--- src/rtl/dmux4_sched_pkg.sv ---
// dmux4_sched shared types: FSM states, channel count and the
// round-robin picker used by the arbitration state.
package dmux4_sched_pkg;

  localparam int NUM_CH = 4;

  typedef enum logic [1:0] {
    IDLE = 2'd0,
    ARB  = 2'd1,
    SEND = 2'd2
  } state_e;

  typedef struct packed {
    logic       found;
    logic [1:0] idx;
  } pick_t;

  function automatic pick_t rr_pick(
    input logic [NUM_CH-1:0] mask,
    input logic [1:0]        ptr
  );
    pick_t      r;
    logic [1:0] c;
    r = '0;
    for (int k = 1; k <= NUM_CH; k++) begin
      c = ptr + 2'(k);
      if (!r.found && mask[c]) begin
        r.found = 1'b1;
        r.idx   = c;
      end
    end
    return r;
  endfunction

endpackage

--- src/rtl/dmux4_sched_if.sv ---
// dmux4_sched bus: upstream valid/ready item port, one-hot
// downstream channel port and the per-channel credit returns.
interface dmux4_sched_if #(
  parameter int DATA_W = 8
);
  logic              in_valid;
  logic              in_ready;
  logic [DATA_W-1:0] in_data;
  logic [1:0]        in_dest;
  logic [3:0]        out_valid;
  logic [DATA_W-1:0] out_data;
  logic [3:0]        out_ready;
  logic [3:0]        credit_ret;

  modport master (
    output in_valid, in_data, in_dest,
    output out_ready, credit_ret,
    input  in_ready, out_valid, out_data
  );

  modport slave (
    input  in_valid, in_data, in_dest,
    input  out_ready, credit_ret,
    output in_ready, out_valid, out_data
  );
endinterface

--- src/rtl/dmux4_credit_ctr.sv ---
// One output channel's credit counter: decrements on a send,
// increments on a return, saturates at CREDIT_MAX with sticky error.
module dmux4_credit_ctr #(
  parameter int CREDIT_MAX = 4,
  parameter int CW = $clog2(CREDIT_MAX + 1)
) (
  input  logic clk,
  input  logic rst_n,
  input  logic dec_i,
  input  logic ret_i,
  output logic nz_o,
  output logic err_o
);

  localparam logic [CW-1:0] MAXV = CW'(CREDIT_MAX);

  logic [CW-1:0] cnt_q, cnt_d;
  logic          err_q, err_d;

  // next credit value; simultaneous send and return cancel out
  always_comb begin
    cnt_d = cnt_q;
    err_d = err_q;
    if (dec_i && !ret_i) begin
      if (cnt_q != '0) cnt_d = cnt_q - CW'(1);
    end else if (ret_i && !dec_i) begin
      if (cnt_q == MAXV) err_d = 1'b1;
      else               cnt_d = cnt_q + CW'(1);
    end
  end

  // counter and sticky error registers
  always_ff @(posedge clk) begin
    if (!rst_n) begin
      cnt_q <= MAXV;
      err_q <= 1'b0;
    end else begin
      cnt_q <= cnt_d;
      err_q <= err_d;
    end
  end

  assign nz_o  = (cnt_q != '0);
  assign err_o = err_q;

endmodule

--- src/rtl/dmux4_sched.sv ---
// dmux4_sched: credit-gated 1-to-4 item scheduler (round-robin or tagged).
// Optional per-channel handshake counters: define DMUX4_SCHED_STATS_EN.
module dmux4_sched
  import dmux4_sched_pkg::*;
#(
  parameter int DATA_W     = 8,
  parameter int CREDIT_MAX = 4
) (
  input  logic           clk,
  input  logic           rst_n,
  input  logic           cfg_directed,
  dmux4_sched_if.slave   bus,
  output logic           busy,
  output logic           err_credit
`ifdef DMUX4_SCHED_STATS_EN
  ,
  input  logic           stat_clr,
  output logic [63:0]    stat_cnt
`endif
);

  state_e            state_q, state_d;
  logic [DATA_W-1:0] data_q, data_d;
  logic [DATA_W-1:0] odata_q, odata_d;
  logic [1:0]        dest_q, dest_d;
  logic [1:0]        sel_q, sel_d;
  logic [1:0]        rr_q, rr_d;
  logic              dir_q, dir_d;
  logic [3:0]        oval_q, oval_d;
  logic [3:0]        nz, err, dec;
  pick_t             pick;
  logic              go;
  logic [1:0]        gsel;
  logic              hs;

  for (genvar i = 0; i < NUM_CH; i++) begin : g_ch
    dmux4_credit_ctr #(
      .CREDIT_MAX(CREDIT_MAX)
    ) u_ctr (
      .clk   (clk),
      .rst_n (rst_n),
      .dec_i (dec[i]),
      .ret_i (bus.credit_ret[i]),
      .nz_o  (nz[i]),
      .err_o (err[i])
    );
  end

  // capture, arbitrate, then hold the item until its channel takes it
  always_comb begin
    state_d = state_q;
    data_d  = data_q;
    dest_d  = dest_q;
    sel_d   = sel_q;
    rr_d    = rr_q;
    dir_d   = dir_q;
    oval_d  = oval_q;
    odata_d = odata_q;
    pick    = rr_pick(nz, rr_q);
    go      = 1'b0;
    gsel    = pick.idx;
    hs      = 1'b0;
    unique case (state_q)
      IDLE: begin
        if (bus.in_valid) begin
          data_d  = bus.in_data;
          dest_d  = bus.in_dest;
          state_d = ARB;
        end
      end
      ARB: begin
        if (cfg_directed) begin
          go   = nz[dest_q];
          gsel = dest_q;
        end else begin
          go   = pick.found;
        end
        if (go) begin
          sel_d   = gsel;
          dir_d   = cfg_directed;
          oval_d  = 4'b0001 << gsel;
          odata_d = data_q;
          state_d = SEND;
        end
      end
      SEND: begin
        if (bus.out_ready[sel_q]) begin
          hs      = 1'b1;
          oval_d  = '0;
          state_d = IDLE;
          if (!dir_q) rr_d = sel_q;
        end
      end
      default: state_d = IDLE;
    endcase
  end

  // control and datapath registers
  always_ff @(posedge clk) begin
    if (!rst_n) begin
      state_q <= IDLE;
      data_q  <= '0;
      dest_q  <= '0;
      sel_q   <= '0;
      rr_q    <= 2'd3;
      dir_q   <= 1'b0;
      oval_q  <= '0;
      odata_q <= '0;
    end else begin
      state_q <= state_d;
      data_q  <= data_d;
      dest_q  <= dest_d;
      sel_q   <= sel_d;
      rr_q    <= rr_d;
      dir_q   <= dir_d;
      oval_q  <= oval_d;
      odata_q <= odata_d;
    end
  end

  assign dec           = hs ? (4'b0001 << sel_q) : 4'b0000;
  assign bus.in_ready  = (state_q == IDLE);
  assign bus.out_valid = oval_q;
  assign bus.out_data  = odata_q;
  assign busy          = (state_q != IDLE);
  assign err_credit    = |err;

`ifdef DMUX4_SCHED_STATS_EN
  logic [15:0] st_q [NUM_CH];

  for (genvar i = 0; i < NUM_CH; i++) begin : g_st
    // per-channel completed handshake count, clear wins
    always_ff @(posedge clk) begin
      if (!rst_n || stat_clr) st_q[i] <= '0;
      else if (dec[i])        st_q[i] <= st_q[i] + 16'd1;
    end
    assign stat_cnt[16*i +: 16] = st_q[i];
  end
`endif

endmodule

--- src/flat_wrapper.sv ---
// flat-port wrapper written by rule: the top's interface ports become plain ports
module dmux4_sched_flat import dmux4_sched_pkg::*;
#(
  parameter int DATA_W     = 8,
  parameter int CREDIT_MAX = 4
)
  (clk, rst_n, cfg_directed, busy, err_credit, bus_in_valid, bus_in_data, bus_in_dest, bus_out_ready, bus_credit_ret, bus_in_ready, bus_out_valid, bus_out_data);
  dmux4_sched_if #(.DATA_W(DATA_W)) bus_i ();
  input  logic clk;
  input  logic rst_n;
  input  logic cfg_directed;
  output logic busy;
  output logic err_credit;
  input wire logic [$bits(bus_i.in_valid)-1:0] bus_in_valid;
  input wire logic [$bits(bus_i.in_data)-1:0] bus_in_data;
  input wire logic [$bits(bus_i.in_dest)-1:0] bus_in_dest;
  input wire logic [$bits(bus_i.out_ready)-1:0] bus_out_ready;
  input wire logic [$bits(bus_i.credit_ret)-1:0] bus_credit_ret;
  output wire logic [$bits(bus_i.in_ready)-1:0] bus_in_ready;
  output wire logic [$bits(bus_i.out_valid)-1:0] bus_out_valid;
  output wire logic [$bits(bus_i.out_data)-1:0] bus_out_data;
  assign bus_i.in_valid = bus_in_valid;
  assign bus_i.in_data = bus_in_data;
  assign bus_i.in_dest = bus_in_dest;
  assign bus_i.out_ready = bus_out_ready;
  assign bus_i.credit_ret = bus_credit_ret;
  assign bus_in_ready = bus_i.in_ready;
  assign bus_out_valid = bus_i.out_valid;
  assign bus_out_data = bus_i.out_data;
  dmux4_sched #(.DATA_W(DATA_W), .CREDIT_MAX(CREDIT_MAX)) u_core (.clk(clk), .rst_n(rst_n), .cfg_directed(cfg_directed), .bus(bus_i), .busy(busy), .err_credit(err_credit));
endmodule
--- config.mk ---
export PLATFORM = sky130hd
export DESIGN_NAME = dmux4_sched_flat
export DESIGN_NICKNAME = d
export VERILOG_FILES = /design/src/rtl/dmux4_sched_pkg.sv /design/src/rtl/dmux4_sched_if.sv /design/src/rtl/dmux4_credit_ctr.sv /design/src/rtl/dmux4_sched.sv /design/src/flat_wrapper.sv
export SDC_FILE = /design/constraint.sdc
export NUM_CORES = 1
export LEC_CHECK = 0
export CELL_PAD_IN_SITES_DETAIL_PLACEMENT = 0
export CELL_PAD_IN_SITES_GLOBAL_PLACEMENT = 1
export CORE_ASPECT_RATIO = 0.8
export CORE_MARGIN = 2
export CORE_UTILIZATION = 40
export DETAILED_ROUTE_END_ITERATION = 8
export GPL_TIMING_DRIVEN = 0
export PLACE_DENSITY = 0.79
export REMOVE_ABC_BUFFERS = 1
export SETUP_SLACK_MARGIN = 0.4
export SYNTH_ARGS = -nofsm -noshare
export SYNTH_HDL_FRONTEND = slang
export SYNTH_SLANG_ARGS = --single-unit
--- constraint.sdc ---
create_clock -name clk -period 5.9 [get_ports clk]
set_input_delay 1.475 -clock clk [delete_from_list [all_inputs] [get_ports clk]]
set_output_delay 1.475 -clock clk [all_outputs]
set_load 0.05 [all_outputs]
==> metrics.txt, run 1 <==
core area=5530 um^2; Seq pwr share=47.9%; CP Cell Sequence=clkdlybuf4s50_1, nand2b_1, o32ai_1, a211oi_2, nor2_1, mux2i_1, nor2_1; RePlAce Congestion=0.750; Final TNS setup=0 ns; switching share of power=31.6%; crit share post-route=67.3%; CP bufs+invs=1; Synth Warn #=0; Vias=1951; Hold Path Origin=u_core.data_q[5]; most frequent CP cell=nor2_1; share of layout cells above drive strength 1=5.11%; Critical Path Max Stage Delay=0.92 ns; Hold Path Cell Cnt=2; Cell Area, Synth=2330 um^2; worst slew pin tran=1.19 ns; final WL=5070 um; row count=24; Initial Utilization=42.2%; vias in the first global route=1850; Reg2Reg Depth=10; Clk network pwr share=29.6%; worst setup path category=in2reg; # DRC=0; Switching Power=0.000223 W; layout filler cell count=554; die area=6460 um^2; Routed Antenna Nets=0; die width=89.4 um; max cap viols=0; endpoints failing hold=0; met1 usage=25.0%; Clock Tree Buf Depth=2; Yosys reg bits=45; Die H=72.3 um; Mapped Cells=277; synth unique cells=49; Starting DRT DRC Count=82; unrepaired setup endpoints after global routing=false; number of setup violations in the final report=0; Peak supply drop=0.105 mV; Worst Hold Path EP=u_core.data_q[5]; Skew-Pair Late Insertion Delay=0.30 ns; DP Area=2750 um^2; clk slew on worst S/H paths=0.09 ns; cell family with most CP delay=simple AND/OR/NAND/NOR gates; PwrDens=247 nW/um^2; most common cell after layout, fill and taps aside=dfxtp_1; Final Cell Area=2850 um^2; Comb power frac=22.5%; FF-to-FF setup slack=3.25 ns; status=finished, final reports clean; Clock Sinks=45; Reg-to-Reg End=u_core.g_ch[0].u_ctr.cnt_q[2]; post-CTS setup buffer count=0; Final Skew=0.00554 ns; TritonCTS clock tree=built; largest net degree at the start of global routing=36; fraction of registers with async set or reset after synthesis=0%; Final min period=3.97 ns; Internal=0.000482 W; Min-Delay Path Class=reg2reg; Area growth syn-to-layout=22.4%; CTS Hold Buffers Added=0; Final #Nets=349; DP HPWL=3620 um; FF+latch area=901 um^2; Pleak=1.03 nW; input/output buffers=36; H-tree levels=2; Worst Setup End Kind=flop; slew margin rel.=20.1%; grt met2 use=24.9%; number of pins with negative max-slew slack in the final report=0; Avg Cell Area, Syn=8.42 um^2; startpoint class of the critical path=primary input; gr ovfl total=0; CTS Root Buffer Type=clkbuf_8; critical path's slowest cell=nor2_1; fmax=0.252 GHz; Worst Path Max Fanout=12; First-pass DRT Iterations=4; CP required=6.06 ns; met3 Use GR=3.87%; IO Pins=37; Critical R2R Launch=u_core.sel_q[0]; global-route wire length before repair=8470 um; WL/cell=13.0 um; most frequent cells in the layout=45 x dfxtp_1, 38 x nor2_1, 36 x clkdlybuf4s50_1, 33 x nand2_1, 27 x inv_1; WP data arrival=4.13 ns; number of flops mapped to enable cells by yosys=0; ANT cells=0; gr usage total=16.9%; sequential fraction of the synthesis area=38.6%; ys flop type=dfxtp_1; initial antenna violation count=0; area of the multi-input gates=1290 um^2; most crowded layer after global routing=met1; routed vias/inst=4.99; CTS Buf Count=5; post-CTS sizing=0
==> cells in the mapped netlist, drive strengths merged, types with 2 or more instances <==
cell,number,area share [%]
a21o,4,1.3
o21ai,9,1.9
xor2,8,3.0
a21oi,23,5.1
nor2,38,6.1
nand2b,2,0.54
nand2,33,5.3
ha,11,5.9
dfxtp,45,39
a2111oi,3,1.7
or3,8,2.4
buf,2,0.54
a31oi,4,1.1
clkbuf,6,0.97
o2bb2ai,4,1.5
inv,27,4.3
a211oi,3,1.2
mux2i,9,3.9
and2,2,0.54
nor3,7,2.2
nand3,5,1.1
fa,4,3.4
==> stage by stage <==
step	worst slack (ns)	std cells	hold slack (ns)	total power, W	util [%]
finish	1.93	391	0.458	0.000706	51.7
floorplan	2.48	269	0.428	0.000447	-
global placement	1.65	383	0.441	0.000502	49.8
global route	1.71	391	0.479	0.000739	51.7
detailed placement	1.60	383	0.448	0.000504	49.8
CTS	1.93	391	0.461	0.000711	51.7
==> flip-flops by register name (all words and copies together) (netlist names), 2 cells and up <==
name	cells
u_core.g_ch.u_ctr.cnt_q	12
u_core.bus.out_data	8
u_core.data_q	8
u_core.bus.out_valid	4
u_core.g_ch.u_ctr.err_o	4
u_core.dest_q	2
u_core.rr_q	2
u_core.sel_q	2
u_core.state_q	2
==> cell type report <==
type,count,share of cell area [%]
well taps,78,3.42
repair buffers,36,12.6
clock inverters,2,0.614
clock buffers,6,2.89
flip-flops and latches,45,31.6
inverters,28,3.68
multi-input cells,196,45.2
==> how the worst max path moves through the flow <==
stage / start / cells past startpoint / slack (ns) / endpoint
2_1_floorplan: bus_out_ready[1] / 10 / 2.48 / u_core.g_ch[0].u_ctr.cnt_q[2]
5_1_grt: cfg_directed / 7 / 1.71 / u_core.bus.out_data[5]
4_1_cts: cfg_directed / 7 / 1.93 / u_core.bus.out_data[2]
3_3_place_gp: cfg_directed / 7 / 1.65 / u_core.bus.out_data[3]
6_report: cfg_directed / 7 / 1.93 / u_core.bus.out_data[2]
3_5_place_dp: cfg_directed / 7 / 1.60 / u_core.bus.out_data[4]
==> tightest hold or removal path: stages, from the launching register on <==
cell	delay (ns)
dfxtp_1	0.32
nand2_1	0.05
a21oi_1	0.05
==> power groups by stage <==
stage	Sequential [W]	Combinational (W)	Clock, W
3_3_place_gp	0.000345	0.000157	0
6_report	0.000338	0.000159	0.000209
2_1_floorplan	0.000356	0.0000911	0
3_5_place_dp	0.000345	0.000159	0
4_1_cts	0.000338	0.000160	0.000214
5_1_grt	0.000341	0.000173	0.000225
==> logic make-up (layout without fill, tap and decap cells) <==
group	after synthesis	count (layout)	share of synthesized area, %
AND/OR/NAND/NOR	102	102	20.4
AO/OA/AOI/OAI	61	61	17.8
flip-flops	45	45	38.6
buffers and inverters	36	72	6.01
adder cells (fa/ha/maj)	15	15	9.34
multiplexers	10	10	4.83
XOR/XNOR	8	8	3.01
==> per-layer routing <==
layer,wire [um],share of wire (%),up-vias
met5,0,0,-
met4,35,0.69,0
met3,158,3.1,5
met2,2180,43,35
met1,2700,53,892
li1,-,-,1019
(Power assumes the default switching activity.)
==> run 2: changes to the inputs <==
==> constraint.sdc (replaced) <==
create_clock -name clk -period 4.1 [get_ports clk]
set_input_delay 1.025 -clock clk [delete_from_list [all_inputs] [get_ports clk]]
set_output_delay 1.025 -clock clk [all_outputs]
set_load 0.05 [all_outputs]
==> metrics.txt, run 2 (synthesis results as in run 1) <==
clk slew on worst S/H paths=0.09 ns (about the same); status=finished, final reports clean (unchanged); Final min period=3.35 ns; max cap viols=0 (unchanged); Initial Utilization=42.2% (unchanged); RePlAce Congestion=0.750 (unchanged); number of pins with negative max-slew slack in the final report=0 (unchanged); Vias=1954 (was 1951); post-CTS sizing=0 (unchanged); Final Skew=0.00641 ns (was 0.00554 ns); Final TNS setup=0 ns (unchanged); CTS Hold Buffers Added=0 (unchanged); gr usage total=16.9% (unchanged); slew margin rel.=32.2% (was 20.1%); post-CTS setup buffer count=0 (unchanged); DP Area=2750 um^2 (unchanged); H-tree levels=2 (unchanged); row count=24 (unchanged); Worst Path Max Fanout=3 (was 12); # DRC=0 (unchanged); worst slew pin tran=1.01 ns (was 1.19 ns); fmax=0.299 GHz; unrepaired setup endpoints after global routing=false (unchanged); Biggest register=u_core.g_ch.u_ctr.cnt_q (unchanged); setup ws final=0.751 ns (was 1.93 ns); Clock Sinks=45 (unchanged); Final Cell Area=2860 um^2 (was 2850 um^2); largest net degree at the start of global routing=36 (unchanged); number of setup violations in the final report=0 (unchanged); Routed Antenna Nets=0 (unchanged); most frequent cells in the layout=45 x dfxtp_1, 37 x nor2_1, 36 x clkdlybuf4s50_1, 33 x nand2_1, 27 x inv_1 (was 45 x dfxtp_1, 38 x nor2_1, 36 x clkdlybuf4s50_1, 33 x nand2_1, 27 x inv_1); most common cell after layout, fill and taps aside=dfxtp_1 (unchanged); Min-Delay Path Class=reg2reg (unchanged); TritonCTS clock tree=built (unchanged); total chip power=0.00102 W (was 0.000706 W); die area=6460 um^2 (unchanged); CTS Root Buffer Type=clkbuf_8 (unchanged); WP data arrival=3.59 ns (was 4.13 ns); Starting DRT DRC Count=80 (was 82); input/output buffers=36 (unchanged); WL/cell=13.0 um (about the same); gr ovfl total=0 (unchanged); crit share post-route=81.7%; Placement Setup Slack=0.245 ns (was 1.60 ns); global-route wire length before repair=8470 um (unchanged); DP HPWL=3620 um (unchanged); core area=5530 um^2 (unchanged); share of layout cells above drive strength 1=5.43% (was 5.11%); Largest register FFs=12 (unchanged); Hold Slack=0.458 ns (about the same); final WL=5080 um (was 5070 um); PwrDens=355 nW/um^2 (was 247 nW/um^2); initial antenna violation count=0 (unchanged); Final #Nets=349 (unchanged); endpoints failing hold=0 (unchanged); Worst Setup End Kind=flop (unchanged); routed vias/inst=5.00 (was 4.99); Peak supply drop=0.152 mV (was 0.105 mV); ANT cells=0 (unchanged); Clock Tree Buf Depth=2 (unchanged); CTS Buf Count=5 (unchanged); CP required=4.34 ns (was 6.06 ns); Pleak=1.03 nW (about the same); Area growth syn-to-layout=22.5% (was 22.4%); vias in the first global route=1850 (unchanged); First-pass DRT Iterations=4 (unchanged); startpoint class of the critical path=primary input (unchanged); Skew-Pair Late Insertion Delay=0.30 ns (about the same); worst setup path category=in2reg (unchanged); die width=89.4 um (unchanged); Die H=72.3 um (unchanged); IO Pins=37 (unchanged)
run 2: cell counts in the layout (fill, tap and decap cells not counted):
No cell type changed its count.
run 2: worst max-delay path, stage by stage:
cell             delay, ns
clkdlybuf4s50_1       0.48
mux4_2                0.28
nand2_1               0.09
or3_1                 0.37
inv_1                 0.07
ha_1                  0.21
inv_1                 0.08
fa_1                  0.43
xor2_1                0.16
or3_1                 0.31
nand3_1               0.08
run 2: cell type report:
cell class,instances,area [um^2]
flip-flops and latches,45,901
inverters,28,105
well taps,78,97.6
multi-input cells,196,1290
repair buffers,36,360
fillers,555,2670
clock inverters,2,17.5
clock buffers,6,82.6
run 2: final timing paths:
kind | start | to | slack, ns | cells past startpoint
max | bus_out_ready[1] | u_core.g_ch[0].u_ctr.cnt_q[2] | 0.75 | 11
min | u_core.data_q[5] | u_core.data_q[5] | 0.46 | 2
max reg2reg | u_core.sel_q[0] | u_core.g_ch[0].u_ctr.cnt_q[2] | 1.45 | 10
min reg2reg | u_core.data_q[5] | u_core.data_q[5] | 0.46 | 2
run 2: power by group:
part	switching [W]	internal (W)	total, W
sequential	0.0000223	0.000464	0.000487
combinational	0.000139	0.0000896	0.000228
clock	0.000160	0.000140	0.000300
run 2: routing by layer:
metal  track usage [%]  part of all wire [%]
met1              25.0                    53
met2              24.9                    43
met3              3.87                   2.8
met4              3.98                  0.31
met5                 0                     0
run 2: metrics by stage:
stage,instances,utilization (%)
2_1_floorplan,269,-
3_3_place_gp,383,49.8
3_5_place_dp,383,49.8
4_1_cts,391,51.7
5_1_grt,391,51.7
6_report,391,51.7
==> run 3: changes to the inputs <==
==> constraint.sdc (replaced) <==
create_clock -name clk -period 3.1 [get_ports clk]
set_input_delay 0.775 -clock clk [delete_from_list [all_inputs] [get_ports clk]]
set_output_delay 0.775 -clock clk [all_outputs]
set_load 0.05 [all_outputs]
==> metrics.txt, run 3 (synthesis results as in run 1) <==
number of pins with negative max-slew slack in the final report=0 (unchanged); PwrDens=465 nW/um^2 (was 355 nW/um^2); clk slew on worst S/H paths=0.09 ns (about the same); Vias=1974 (was 1954); unrepaired setup endpoints after global routing=true (was false); total chip power=0.00136 W (was 0.00102 W); ANT cells=0 (unchanged); Worst Hold Path EP=u_core.data_q[5] (unchanged); fmax=0.380 GHz; crit share post-route=84.9%; layout filler cell count=546 (was 555); Critical R2R Launch=u_core.sel_q[0] (unchanged); most crowded layer after global routing=met1 (unchanged); H-tree levels=2 (unchanged); Starting DRT DRC Count=65 (was 80); setup ws final=0.470 ns (was 0.751 ns); Clock Sinks=45 (unchanged); Area growth syn-to-layout=25.6% (was 22.5%); Critical Path Max Stage Delay=0.71 ns (was 0.48 ns); die area=6460 um^2 (unchanged); Final TNS setup=0 ns (unchanged); die width=89.4 um (unchanged); row count=24 (unchanged); status=finished, final reports clean (unchanged); IO Pins=37 (unchanged); final WL=5210 um (was 5080 um); gr ovfl total=0 (unchanged); global-route wire length before repair=8620 um (was 8470 um); Reg2Reg Depth=10 (unchanged); Placement Setup Slack=-0.505 ns (was 0.245 ns); DP Area=2750 um^2 (unchanged); worst slew pin tran=0.679 ns (was 1.01 ns); Final Skew=0.00614 ns (was 0.00641 ns); Largest register FFs=12 (unchanged); CP required=2.32 ns (was 4.34 ns); Min-Delay Path Class=reg2reg (unchanged); Final #Nets=352 (was 349); Skew-Pair Late Insertion Delay=0.30 ns (about the same); initial antenna violation count=0 (unchanged); Initial Utilization=42.2% (unchanged); Peak supply drop=0.202 mV (was 0.152 mV); grt met2 use=24.9% (unchanged); input/output buffers=36 (unchanged); DP HPWL=3620 um (unchanged); Reg-to-Reg End=u_core.g_ch[0].u_ctr.cnt_q[2] (unchanged); WL/cell=13.2 um (was 13.0 um); share of layout cells above drive strength 1=9.18% (was 5.43%); routed vias/inst=5.01 (was 5.00); Hold Path Origin=u_core.data_q[5] (unchanged); Final min period=2.63 ns; WP data arrival=1.86 ns (was 3.59 ns); worst setup path category=reg2out (was in2reg); endpoints failing hold=0 (unchanged); critical path's slowest cell=clkdlybuf4s50_1 (unchanged); Worst Path Max Fanout=2 (was 3); met1 usage=25.5% (was 25.0%); largest net degree at the start of global routing=36 (unchanged); Die H=72.3 um (unchanged); Pleak=1.07 nW (was 1.03 nW); CTS Root Buffer Type=clkbuf_8 (unchanged); number of setup violations in the final report=0 (unchanged); TritonCTS clock tree=built (unchanged); Routed Antenna Nets=0 (unchanged); RePlAce Congestion=0.750 (unchanged); startpoint class of the critical path=flop (was primary input); gr usage total=17.2% (was 16.9%); slew margin rel.=54.4% (was 32.2%); Final Cell Area=2930 um^2 (was 2860 um^2); Worst Setup End Kind=output port (was flop); most frequent cells in the layout=45 x dfxtp_1, 37 x nor2_1, 32 x nand2_1, 31 x clkdlybuf4s50_1, 25 x inv_1 (was 45 x dfxtp_1, 37 x nor2_1, 36 x clkdlybuf4s50_1, 33 x nand2_1, 27 x inv_1); FF-to-FF setup slack=0.66 ns (was 1.45 ns); First-pass DRT Iterations=4 (unchanged); max cap viols=0 (unchanged); most common cell after layout, fill and taps aside=dfxtp_1 (unchanged); Hold Path Cell Cnt=2 (unchanged); core area=5530 um^2 (unchanged); # DRC=0 (unchanged); met3 Use GR=3.98% (was 3.87%); CP Cell Sequence=or4_1, clkdlybuf4s50_1 (was clkdlybuf4s50_1, mux4_2, nand2_1, or3_1, inv_1, ha_1, inv_1, fa_1, xor2_1, or3_1, nand3_1); CTS Hold Buffers Added=0 (unchanged); CTS Buf Count=5 (unchanged); Biggest register=u_core.g_ch.u_ctr.cnt_q (unchanged); Clock Tree Buf Depth=2 (unchanged); vias in the first global route=1891 (was 1850); Post-Route Utilization=53.0% (was 51.7%)
run 3: changes by cell type in the layout (fill, tap and decap cells not counted), moves of 2 or more:
cell             previous run  this run
clkdlybuf4s50_1            36        31
dlygate4sd2_1               0         4
buf_4                       0         2
ha_1                       11         9
inv_1                      27        25
inv_2                       0         2
run 3: how the worst max path moves through the flow:
stage                               start                       endpoint  slack (ns)  cells after the start
6_report       u_core.g_ch[2].u_ctr.err_o                     err_credit        0.47                      2
5_1_grt                  bus_out_ready[3]  u_core.g_ch[2].u_ctr.cnt_q[2]        0.34                     12
4_1_cts                  bus_out_ready[1]  u_core.g_ch[0].u_ctr.cnt_q[2]        0.42                     11
3_5_place_dp                 cfg_directed         u_core.bus.out_data[4]       -0.50                      7
3_3_place_gp                 cfg_directed         u_core.bus.out_data[3]       -0.45                      7
2_1_floorplan            bus_out_ready[1]  u_core.g_ch[0].u_ctr.cnt_q[2]        0.38                     10
run 3: worst max-delay path: cells and delay by family, from the launching register on:
kind                   cells  cell delay [ns]
buffers and inverters      1             0.71
and+or+nand+nor            1             0.50
DFF                        1             0.34
run 3: timing repair:
action | 4_1_cts | 5_1_grt
setup buffers | 3 | 0
endpoints found under the hold margin | 0 | 0
setup endpoints to repair | 22 | 8
resized for setup | 14 | 3
pin swaps | 7 | 1
run 3: cell type report:
| type | count | area [um^2] | share of cell area [%] |
|---|---|---|---|
| sequential | 45 | 901 | 30.8 |
| tap | 78 | 97.6 | 3.33 |
| clock buffer | 6 | 82.6 | 2.82 |
| multi-input combinational | 196 | 1330 | 45.4 |
| timing repair buffer | 39 | 393 | 13.4 |
| inverter | 28 | 106 | 3.63 |
| clock inverter | 2 | 17.5 | 0.598 |
run 3: per-stage QoR:
step,hold WS (ns),cells
floorplan,0.428,269
global route,0.479,394
CTS,0.461,394
finish,0.458,394
detailed placement,0.448,383
global placement,0.441,383
run 3: per-layer routing:
metal	up-vias	share of wire [%]
li1	1022	-
met1	905	52
met2	38	43
met3	9	3.7
met4	0	1.5
met5	-	0
run 3: report_power, final:
| group | switching (W) | internal, W |
|---|---|---|
| combinational | 0.000190 | 0.000130 |
| sequential | 0.0000295 | 0.000614 |
| clock | 0.000213 | 0.000185 |
| total | 0.000433 | 0.000929 |
